File: src/rtl/rv_ctrl_pkg.sv
// Shared encodings for the multi-cycle RV32I-subset control unit:
// FSM states, opcode constants, datapath select codes and instruction classes.
package rv_ctrl_pkg;

  typedef enum logic [3:0] {
    S_IDLE,
    S_FETCH,
    S_DECODE,
    S_EXEC,
    S_EXEC_CMP,
    S_EXEC_TGT,
    S_MEM,
    S_WB,
    S_TRAP
  } state_t;

  localparam logic [6:0] OP_R  = 7'b0110011;
  localparam logic [6:0] OP_I  = 7'b0010011;
  localparam logic [6:0] OP_LW = 7'b0000011;
  localparam logic [6:0] OP_SW = 7'b0100011;
  localparam logic [6:0] OP_BR = 7'b1100011;

  localparam logic [2:0] F3_BEQ = 3'b000;
  localparam logic [2:0] F3_BNE = 3'b001;

  localparam logic [1:0] ALU_ADD   = 2'd0;
  localparam logic [1:0] ALU_SUB   = 2'd1;
  localparam logic [1:0] ALU_FUNCT = 2'd2;

  localparam logic [1:0] SRCB_RS2  = 2'd0;
  localparam logic [1:0] SRCB_IMM  = 2'd1;
  localparam logic [1:0] SRCB_FOUR = 2'd2;

  localparam logic [1:0] IMM_I    = 2'd0;
  localparam logic [1:0] IMM_S    = 2'd1;
  localparam logic [1:0] IMM_B    = 2'd2;
  localparam logic [1:0] IMM_NONE = 2'd3;

  localparam logic [1:0] CAUSE_NONE    = 2'd0;
  localparam logic [1:0] CAUSE_ILLEGAL = 2'd1;
  localparam logic [1:0] CAUSE_TIMEOUT = 2'd2;

  typedef enum logic [2:0] {
    CLS_R,
    CLS_I,
    CLS_LW,
    CLS_SW,
    CLS_BR,
    CLS_ILL
  } iclass_t;

endpackage

File: src/rtl/opcode_class.sv
// Combinational instruction classifier: opcode/funct3 to instruction class
// plus a legal flag; only BEQ and BNE are accepted among branches.
module opcode_class
  import rv_ctrl_pkg::*;
(
  input  logic [6:0] opcode,
  input  logic [2:0] funct3,
  output logic [2:0] iclass,
  output logic       legal
);

  always_comb begin
    iclass = CLS_ILL;
    legal  = 1'b1;
    unique case (opcode)
      OP_R:  iclass = CLS_R;
      OP_I:  iclass = CLS_I;
      OP_LW: iclass = CLS_LW;
      OP_SW: iclass = CLS_SW;
      OP_BR: begin
        if (funct3 == F3_BEQ || funct3 == F3_BNE) begin
          iclass = CLS_BR;
        end else begin
          legal = 1'b0;
        end
      end
      default: legal = 1'b0;
    endcase
  end

endmodule

File: src/rtl/multicycle_ctrl.sv
// Multi-cycle control FSM: sequences fetch/decode/execute/memory/writeback on a
// shared datapath, with a ready-handshake memory port, bus timeout and traps.
module multicycle_ctrl
  import rv_ctrl_pkg::*;
#(
  parameter int TIMEOUT_W = 8
) (
  input  logic        clk,
  input  logic        rst_n,
  input  logic [31:0] instr,
  input  logic        zero,
  input  logic        mem_ready,
  output logic        mem_req,
  output logic        mem_we,
  output logic        addr_sel,
  output logic        ir_we,
  output logic        mdr_we,
  output logic        pc_we,
  output logic        pc_src,
  output logic        alu_src_a,
  output logic [1:0]  alu_src_b,
  output logic [1:0]  alu_op,
  output logic [1:0]  imm_type,
  output logic        reg_we,
  output logic        wb_sel,
  output logic        trap,
  output logic [1:0]  trap_cause
);

  // The wait that would bring the counter to 2^W-1 is the one that times out.
  localparam logic [TIMEOUT_W-1:0] LAST_WAIT = TIMEOUT_W'((1 << TIMEOUT_W) - 2);

  state_t               state, next_state;
  logic [TIMEOUT_W-1:0] wait_cnt;
  logic                 zero_q;
  logic [2:0]           cls_raw;
  iclass_t              cls;
  logic                 legal;
  logic                 req_state;
  logic                 waiting;
  logic                 timeout;
  logic                 unused_instr_bits;

  opcode_class u_class (
    .opcode (instr[6:0]),
    .funct3 (instr[14:12]),
    .iclass (cls_raw),
    .legal  (legal)
  );

  assign cls               = iclass_t'(cls_raw);
  assign unused_instr_bits = ^{instr[31:15], instr[11:7]};

  assign req_state = (state == S_FETCH) || (state == S_MEM);
  assign waiting   = req_state & ~mem_ready;
  assign timeout   = waiting & (wait_cnt == LAST_WAIT);

  always_ff @(posedge clk or negedge rst_n) begin
    if (!rst_n) begin
      state      <= S_IDLE;
      wait_cnt   <= '0;
      zero_q     <= 1'b0;
      trap_cause <= CAUSE_NONE;
    end else begin
      state    <= next_state;
      wait_cnt <= (waiting && next_state == state) ? wait_cnt + 1'b1 : '0;
      if (state == S_EXEC_CMP) begin
        zero_q <= zero;
      end
      if (state == S_DECODE && !legal) begin
        trap_cause <= CAUSE_ILLEGAL;
      end else if (timeout) begin
        trap_cause <= CAUSE_TIMEOUT;
      end
    end
  end

  always_comb begin
    next_state = state;
    mem_req    = 1'b0;
    mem_we     = 1'b0;
    addr_sel   = 1'b0;
    ir_we      = 1'b0;
    mdr_we     = 1'b0;
    pc_we      = 1'b0;
    pc_src     = 1'b0;
    alu_src_a  = 1'b0;
    alu_src_b  = SRCB_RS2;
    alu_op     = ALU_ADD;
    imm_type   = IMM_I;
    reg_we     = 1'b0;
    wb_sel     = 1'b0;
    trap       = 1'b0;

    unique case (state)
      S_IDLE: next_state = S_FETCH;

      S_FETCH: begin
        mem_req = 1'b1;
        ir_we   = mem_ready;
        pc_we   = mem_ready;
        if (mem_ready) begin
          next_state = S_DECODE;
        end else if (timeout) begin
          next_state = S_TRAP;
        end
      end

      S_DECODE: begin
        if (!legal) begin
          next_state = S_TRAP;
        end else if (cls == CLS_BR) begin
          next_state = S_EXEC_CMP;
        end else begin
          next_state = S_EXEC;
        end
      end

      S_EXEC: begin
        next_state = S_FETCH;
        case (cls)
          CLS_R: begin
            alu_op     = ALU_FUNCT;
            imm_type   = IMM_NONE;
            next_state = S_WB;
          end
          CLS_I: begin
            alu_src_b  = SRCB_IMM;
            alu_op     = ALU_FUNCT;
            next_state = S_WB;
          end
          CLS_LW: begin
            alu_src_b  = SRCB_IMM;
            next_state = S_MEM;
          end
          CLS_SW: begin
            alu_src_b  = SRCB_IMM;
            imm_type   = IMM_S;
            next_state = S_MEM;
          end
          default: next_state = S_FETCH;
        endcase
      end

      // rs1 - rs2; the zero flag is captured at the end of this cycle
      S_EXEC_CMP: begin
        alu_op     = ALU_SUB;
        imm_type   = IMM_NONE;
        next_state = S_EXEC_TGT;
      end

      S_EXEC_TGT: begin
        alu_src_a  = 1'b1;
        alu_src_b  = SRCB_IMM;
        imm_type   = IMM_B;
        pc_we      = instr[12] ? ~zero_q : zero_q;
        pc_src     = instr[12] ? ~zero_q : zero_q;
        next_state = S_FETCH;
      end

      S_MEM: begin
        mem_req  = 1'b1;
        addr_sel = 1'b1;
        mem_we   = (cls == CLS_SW);
        if (mem_ready) begin
          if (cls == CLS_LW) begin
            mdr_we     = 1'b1;
            next_state = S_WB;
          end else begin
            next_state = S_FETCH;
          end
        end else if (timeout) begin
          next_state = S_TRAP;
        end
      end

      S_WB: begin
        reg_we     = 1'b1;
        wb_sel     = (cls == CLS_LW);
        next_state = S_FETCH;
      end

      S_TRAP: trap = 1'b1;

      default: next_state = S_IDLE;
    endcase
  end

endmodule

File: config.mk
export PLATFORM = sky130hd
export DESIGN_NAME = multicycle_ctrl
export DESIGN_NICKNAME = d
export VERILOG_FILES = /design/src/rtl/rv_ctrl_pkg.sv /design/src/rtl/opcode_class.sv /design/src/rtl/multicycle_ctrl.sv
export SDC_FILE = /design/constraint.sdc
export NUM_CORES = 1
export LEC_CHECK = 0
export BUFFER_PORTS_ARGS = -buffer_cell sky130_fd_sc_hd__buf_2
export CAP_MARGIN = 20
export CELL_PAD_IN_SITES_DETAIL_PLACEMENT = 1
export CELL_PAD_IN_SITES_GLOBAL_PLACEMENT = 2
export CORE_MARGIN = 3
export CORE_UTILIZATION = 24
export DETAILED_ROUTE_END_ITERATION = 10
export PLACE_DENSITY = 0.81
export SKIP_LAST_GASP = 1
export SYNTH_ARGS = -nofsm -noshare
export SYNTH_HDL_FRONTEND = slang
export SYNTH_HIERARCHICAL = 1
export SYNTH_SLANG_ARGS = --single-unit
File: constraint.sdc
create_clock -name clk -period 2 [get_ports clk]
set_input_delay 0.4 -clock clk [delete_from_list [all_inputs] [get_ports clk]]
set_output_delay 0.4 -clock clk [all_outputs]
set_load 0.02 [all_outputs]
# ---- Word level (Yosys, flattened, before mapping)
# Index checks and enable logic that the tools add are counted.
dict set report word_totals {
  ff_bits 15
  inputBits 36
  output_inout_bits 19
  elab_cells 79
}
dict set report classes {
  n_addsub 1
  eq_ne 20
  mux 35
  bitwise_logic 4
  reduce_logical 15
}
# operator n
set op_table {}
lappend op_table {{case mux 4 bit (7 select lines)} 1}
lappend op_table {{== test 4 x 3 -> 1 bit, second input constant} 4}
lappend op_table {{two-way mux 1 bit} 16}
lappend op_table {{two-way mux 4 bit} 4}
lappend op_table {{case mux 3 bit (5 select lines)} 1}
lappend op_table {{== test 7 x 6 -> 1 bit, second input constant} 2}
lappend op_table {{adder 8 x 1 -> 8 bit, second input constant} 1}
lappend op_table {{== test 4 x 2 -> 1 bit, second input constant} 2}
lappend op_table {{== test 8 bit, second input constant} 1}
lappend op_table {{two-way mux 8 bit} 1}
lappend op_table {{case mux 2 bit (2 select lines)} 2}
lappend op_table {{== test 7 x 2 -> 1 bit, second input constant} 1}
lappend op_table {{== test 7 x 5 -> 1 bit, second input constant} 1}
lappend op_table {{== test 7 bit, second input constant} 1}
lappend op_table {{== test 3 x 1 -> 1 bit, second input constant} 2}
lappend op_table {{== test 3 x 2 -> 1 bit, second input constant} 2}
lappend op_table {{zero test 3 bit} 2}
lappend op_table {{two-way mux 2 bit} 3}
lappend op_table {{two-way mux 3 bit} 2}
lappend op_table {{case mux 1 bit (2 select lines)} 3}
lappend op_table {{case mux 2 bit (3 select lines)} 1}
lappend op_table {{case mux 3 bit (2 select lines)} 1}
lappend op_table {{OR reduction 2 bit} 3}
lappend op_table {{OR reduction 3 bit} 2}
lappend op_table {{12 further kinds} 16}

# ---- Longest topological paths before layout
# Gate-level depths: netlist of run 1.
dict set report logic_depth {
  ltp_word 11
  ltp_mapped 7
  mapped_depth_nobuf 6
}

# ---- Hierarchy
# The synthesis of run 1 kept the hierarchy.
# mod instances cells_per_inst area_each_um2 seq_area_each_um2
set modules_own_cells {}
lappend modules_own_cells {multicycle_ctrl 1 114 999.7 375.4}
lappend modules_own_cells {opcode_class 1 11 83.8 0.0}

# ---- Worst setup path before layout of run 1
# Ideal clock, no wire load.
dict set report synth_path {
  path_type {input-to-output}
  start {input port instr[3]}
  end {output port imm_type[1]}
  t_arrival_ns 1.811
  required_time_ns 1.600
  slack_ns -0.211
  cell_stages 4
  n_path_buf 0
  path_cell_list {nor4bb_1 > nand2b_1 > or2_2 > o32ai_1}
}
dict set report synth_between {
  elab_chain_cells 5
  word_cells_on_any_way 10
  cone_classes {eq/ne: 6; mux: 3; reduce/logical: 1}
}
# element line_no
set synth_rtl {}
lappend synth_rtl {{start, declared} multicycle_ctrl.sv:10} ;# input logic [31:0] instr,
lappend synth_rtl {{== test 7 bit (tied with other cells)} opcode_class.sv:15} ;# unique case (opcode)
lappend synth_rtl {{case mux 3 bit (5 select lines) (*)} opcode_class.sv:15}
lappend synth_rtl {{net cls[2]} multicycle_ctrl.sv:37} ;# iclass_t cls;
lappend synth_rtl {{== test 3 x 2 -> 1 bit or zero test 3 bit (tied branches)} multicycle_ctrl.sv:121} ;# case (cls)
lappend synth_rtl {{case mux 2 bit (2 select lines) (*)} multicycle_ctrl.sv:121}
lappend synth_rtl {{case mux 2 bit (3 select lines) (*)} multicycle_ctrl.sv:95} ;# unique case (state)
lappend synth_rtl {{end, declared} multicycle_ctrl.sv:23} ;# output logic [1:0] imm_type,
# The timed path passes the listed nets; every way through them passes the cells marked *.

# ---- Worst setup path in the final report of run 1
dict set report layout_path {
  start {input port instr[3]}
  end {output port wb_sel}
}
dict set report layout_between {
  elab_chain_cells 4
  word_cells_on_any_way 8
  cone_classes {eq/ne: 6; mux: 2}
}
# element line_no
set layout_rtl {}
lappend layout_rtl {{== test 7 bit (tied with other cells)} opcode_class.sv:15}
lappend layout_rtl {{case mux 3 bit (5 select lines) (*)} opcode_class.sv:15}
lappend layout_rtl {{net cls[2]} multicycle_ctrl.sv:37}
lappend layout_rtl {{== test 3 x 2 -> 1 bit (*)} multicycle_ctrl.sv:179} ;# wb_sel = (cls == CLS_LW);
lappend layout_rtl {{two-way mux 1 bit (*)} multicycle_ctrl.sv:95}
lappend layout_rtl {{end, declared} multicycle_ctrl.sv:25} ;# output logic wb_sel,
# Marks and branches as above.

==> results of run 1 <==
[repair_timing]
action,CTS,global route
setup endpoints to repair,10,10
buffers inserted,1,4
gates resized for setup,10,32
pin swaps,0,9
[cell families after synthesis]
group,Yosys count,synth area share
compound gates,20,0.134
xor+xnor,8,0.0647
buf+inv,13,0.0520
simple gates,65,0.366
fa+ha+maj,2,0.0231
other cells,1,0.00346
mux,1,0.0104
flops,15,0.346
[worst paths after layout]
check / from / endpoint
setup / recovery: instr[3] / wb_sel
hold / removal: rst_n / wait_cnt[2]
setup reg to reg: state[3] / state[0]
hold reg to reg: trap_cause[0] / trap_cause[0]
max in group asynchronous: rst_n / state[3]
min in group clk: zero / zero_q
[flip-flops by register name, summed over array words and instances, names as in the netlist]
name	cells
state	4
trap_cause	2
wait_cnt	8
zero_q	1
[stage by stage]
stage	hold WS [ps]	area, um2	worst slack, ps
CTS	57.8	1460	-43.8
floorplan	104	1110	-28.4
global route	76.2	1610	-108
finish	53.8	1610	-22.5
detailed placement	331	1370	-240
global placement	318	1370	-164
[placed cells by master, fill, tap and decap left out, types with 2 or more instances in the layout]
cell,instances
buf_2,19
buf_4,17
nor2_1,15
dfrtp_1,11
buf_6,9
inv_1,7
nand3_1,6
nand2_1,6
a21oi_1,5
xnor2_1,5
nor2b_1,4
dfrtp_2,4
nand3b_1,3
nor2_2,3
nand2b_1,3
o21ai_0,3
clkbuf_8,3
or2_4,2
or2_2,2
nor3b_2,2
and3_1,2
nor4b_2,2
and2_1,2
a21o_1,2
xor2_1,2
ha_1,2
nor4bb_4,2
[per-layer routing]
layer,track usage,share of wire,wire (um),up-vias
met1,0.153,0.44,1400,510
met2,0.224,0.50,1600,27
met3,0.0138,0.044,140,4
li1,-,-,-,518
met5,0,0,0,-
met4,0.0492,0.015,47,0
[layout make-up]
class / count / share of cell area
multi-input cells: 97 / 0.479
flip-flops and latches: 15 / 0.236
well taps: 50 / 0.0389
clock inverters: 1 / 0.00311
repair buffers: 45 / 0.201
inverters: 7 / 0.0163
clock buffers: 3 / 0.0256
[worst register-to-register path, cell delays in order, from the launching register on]
cell	delay (ps)
dfrtp_2	420
buf_4	160
nor4b_2	380
nand2_1	160
o21ai_0	210
a221o_1	190
[where the power goes]
part | switching (mW) | internal [mW]
Clock | 0.108 | 0.138
Sequential | 0.0748 | 0.355
Combinational | 0.260 | 0.258
Total | 0.443 | 0.751
==> results.json, run 1 <==
{
  "grt_pass1_wl_mm": 5.24,
  "drt_iter0_markers": 25,
  "syn_area_mm2": 0.00108,
  "syn_nets": 163,
  "yosys_most_used_dff": "dfrtp_1",
  "p_leak_nw": 0.697,
  "fp-row-count": 23,
  "grt_pass1_vias": 1141,
  "crit_path_start_kind": "input pin",
  "rrSetupSlack_ps": 410,
  "yosys_warnings": 6,
  "cts-hold-fix-buffers": 0,
  "dpl.cell_count": 209,
  "worstPathCellList": "buf_6 > nor4bb_4 > nand2b_1 > buf_4 > nand2b_1 > nor3b_2 > buf_4",
  "max_stage_delay_ps": 310,
  "worstRegToRegCells": 5,
  "syn_inst": 125,
  "register_area_um2": 380,
  "die_x_um": 73.2,
  "fillers": 486,
  "synth_commonest_cells": "nor2_1 (18), dfrtp_1 (15), inv_1 (7), nand2_1 (6), nand3_1 (6)",
  "clock_sinks": 15,
  "yosysMostFrequentCell": "nor2_1",
  "clockBufferDepth": 2,
  "cts.reportedPaths.clkPinSlew_ps": 60,
  "layout.cells.non_filler": 218,
  "nets": 207,
  "die_h_um": 73.2,
  "cp.required_ps": 1600,
  "setup_slack_ps": -22.5,
  "cp.depth": 7,
  "wirelength_mm": 3.18,
  "clockRootBuffer": "clkbuf_8",
  "synth_edf_count": 0,
  "yosys.area.top_type": "dfrtp_1",
  "antenna_found_initial": 0,
  "vdd_drop_max_mv": 0.205,
  "dr_total_vias": 1059,
  "syn_to_final_growth_pct": 48.6,
  "max_clock_freq_ghz": 0.494,
  "gp_congestion": 0.800,
  "drc_errors": 0,
  "overflow": 0,
  "grt.total_usage": 0.126,
  "status": "finished, violations left",
  "final_hold_viol_count": 0,
  "multi_input_area_um2": 771,
  "rsz0062_at_grt": "yes",
  "hp-class": "in2async",
  "grt_max_degree": 16,
  "cp_max_fo": 5,
  "fin_worst_skew_ps": 1.26,
  "synth_seq_cells": 15,
  "ys_seq_area_frac": 0.346,
  "die-area_mm2": 0.00536,
  "slew_viol_final": 0,
  "layout-drive-gt1-share": 0.476,
  "dr.pass1.iters": 2,
  "yosysTopAreaCellShare": 0.346,
  "fin_setup_tns_ps": -22.5,
  "crit_type": "in2out",
  "ant_nets": 0,
  "cts_tree": "done",
  "ys_types": 41,
  "utilization": 0.386,
  "vias_per_cell": 4.86,
  "antenna_cells": 0,
  "clock_latency_ps": 250,
  "cp-end-kind": "output port",
  "initial_core_util": 0.260,
  "syn_area_per_cell_um2": 8.67,
  "io_pins": 55,
  "worstPathArrival_ps": 1620,
  "ys_top_cells_by_area": "dfrtp_1 (35%), nor2_1 (6.2%), xnor2_1 (4.0%), nand3_1 (2.8%), inv_1 (2.4%)",
  "slowest_stage": "nor4bb_4",
  "h-tree-depth": 1,
  "cap_viol_max_count": 0,
  "finalCriticalPeriod_ps": 2020,
  "period_share": 1.01,
  "portBuffers": 31,
  "crit_family": "simple AND/OR/NAND/NOR gates",
  "wl_per_cell_um": 14.6,
  "p_total_mw": 1.19,
  "p_per_area_mw_per_mm2": 742,
  "async_flop_share": 1.00,
  "critPathBufInv": 3,
  "violations": "negative setup slack",
  "final-setup-viol-count": 1,
  "hpwl_mm": 2.44,
  "core_area_mm2": 0.00417,
  "cts_made_buffers": 3
}
(Power assumes the default switching activity.)
==> run 2: changes to the inputs <==
CORE_UTILIZATION = 26   (was 24)
HOLD_SLACK_MARGIN = 0.05   (was default)
PLACE_DENSITY = 0.86   (was 0.81)
SKIP_LAST_GASP = default   (was 1)
clock period = 2.55 ns   (was 2 ns; I/O delays follow)
==> run 2 against run 1 <==
- the run now ends clean
- sequential power decreased by 20%
- clock power down 22%
- global-route usage is 0.89 points lower
- core utilization shrank 3.3 points
- register-to-register slack better by 530 ps
- clock-buffer cell count rose by 1
- wire length shrank 13%
- clock skew about the same
- critical path type unchanged
- highest routed layer unchanged
==> results.json, run 2 (same netlist as run 1, synthesis figures left out) <==
{
  "status": "complete, no violations",
  "drt_iter0_markers": 29,
  "cts_tree": "done",
  "fin_worst_skew_ps": 1.02,
  "fin_setup_tns_ps": 0,
  "p_per_area_mw_per_mm2": 629,
  "fp-row-count": 22,
  "rsz0062_at_grt": "no",
  "power.switching_mw": 0.319,
  "wl_met3_um": 144,
  "power_frac_comb": 0.369,
  "gp_congestion": 0.770,
  "wl_met1_mm": 1.22,
  "layout.cells.non_filler": 206,
  "cts_setup_buffers": 0,
  "preCtsSetupSlack_ps": 96.5,
  "wirelength_mm": 2.76,
  "final_hold_viol_count": 0,
  "p_leak_nw": 0.602,
  "cts_made_buffers": 3,
  "antenna_found_initial": 0,
  "grt_pass1_wl_mm": 4.83,
  "h-tree-depth": 1,
  "cap_viol_max_count": 0,
  "r2r_start": "state[2]",
  "final-setup-viol-count": 0,
  "cp-end-kind": "output port",
  "r2r_end": "trap_cause[0]",
  "period_share": 0.931,
  "clockBufferDepth": 2,
  "clkPwrFrac": 0.228,
  "nets": 197,
  "design_area_mm2": 0.00135,
  "grt_max_degree": 16,
  "hpwl_mm": 2.26,
  "maxSlewHeadroom": 0.640,
  "switching_share": 0.376,
  "power.internal_mw": 0.530,
  "cts.reportedPaths.clkPinSlew_ps": 60,
  "initial_core_util": 0.283,
  "io_pins": 55,
  "worstPathArrival_ps": 1860,
  "die-area_mm2": 0.00498,
  "top_register": "wait_cnt",
  "ant_nets": 0,
  "largestRegisters": "wait_cnt (8), state (4), trap_cause (2)",
  "die_x_um": 70.6,
  "route.met2.wl_mm": 1.35,
  "cp.required_ps": 2040,
  "grt.total_usage": 0.117,
  "die_h_um": 70.6,
  "crit_path_start_kind": "input pin",
  "placed_area_mm2": 0.00130,
  "layout-drive-gt1-share": 0.316,
  "core_area_mm2": 0.00383,
  "antenna_cells": 0,
  "cts-hold-fix-buffers": 0,
  "crit_type": "in2out",
  "dr.pass1.iters": 4,
  "clock_sinks": 15,
  "largest_register_ffs": 8,
  "hp-class": "in2async",
  "clockRootBuffer": "clkbuf_8",
  "rrSetupSlack_ps": 940,
  "layout_commonest_cell": "buf_2",
  "worstRegToRegCells": 4,
  "p_total_mw": 0.849,
  "drc_errors": 0,
  "vias_per_cell": 4.94,
  "clock_latency_ps": 250,
  "dr_total_vias": 1018,
  "slew_viol_final": 0,
  "cp_max_fo": 5,
  "max_clock_freq_ghz": 0.421,
  "finalCriticalPeriod_ps": 2370,
  "vdd_drop_max_mv": 0.173,
  "cts_resized": 0,
  "worst_pin_slew_ps": 532,
  "grt_pass1_vias": 1080,
  "wl_per_cell_um": 13.4,
  "portBuffers": 31,
  "syn_to_final_growth_pct": 24.6,
  "most-common-layout-cells": "buf_2 (31), nor2_1 (18), dfrtp_1 (15)",
  "dpl.cell_count": 202,
  "overflow": 0,
  "top_layer_used": "met4",
  "setup_slack_ps": 175,
  "p_seq_frac": 0.403
}
## run 2: cell types whose count changed in the layout (fill, tap and decap cells not counted), moves of 3 or more
cell     previous run  this run
buf_4              17         4
buf_2              19        31
nor2_1             15        18
buf_6               9         0
nor2_2              3         0
dfrtp_2             4         0
dfrtp_1            11        15
## run 2: how the worst max path moves through the flow
stage / start / cells past startpoint / slack, ps / end
after floorplan: instr[3] / 4 / 120 / imm_type[1]
after global placement: instr[3] / 6 / 130 / imm_type[1]
after detailed placement: instr[3] / 6 / 100 / imm_type[1]
after CTS: instr[3] / 6 / 100 / imm_type[1]
after global routing: state[3] / 4 / 70 / pc_we
final: instr[3] / 6 / 180 / imm_type[1]
## run 2: final cells by class
type	count	area [um2]
Timing Repair Buffer	35	185
Fill cell	471	2480
Tap cell	48	60.1
Multi-Input combinational cell	97	658
Sequential cell	15	375
Inverter	7	26.3
Clock buffer	4	45.0
## run 2: critical path, cell delays in order
cell	delay, ps
buf_2	110
nor4bb_2	330
nand2b_1	110
or2_2	360
o32ai_1	240
buf_2	210
## run 2: through the flow
step | hold WS [ps] | util
finish | 159 | 0.353
global route | 176 | 0.353
CTS | 165 | 0.351
detailed placement | 438 | 0.339
global placement | 426 | 0.339
floorplan | 214 | -
## run 2: power by group through the flow
stage	registers, mW	logic, mW	clock network (mW)
after floorplan	0.303	0.270	0
after global placement	0.339	0.307	0
after detailed placement	0.344	0.318	0
after CTS	0.340	0.319	0.205
after global routing	0.351	0.342	0.216
final	0.342	0.314	0.193
## run 2: metal layers
metal,GRT usage,vias up
li1,-,495
met1,0.137,487
met2,0.206,31
met3,0.0213,5
met4,0.0543,0
met5,0,-
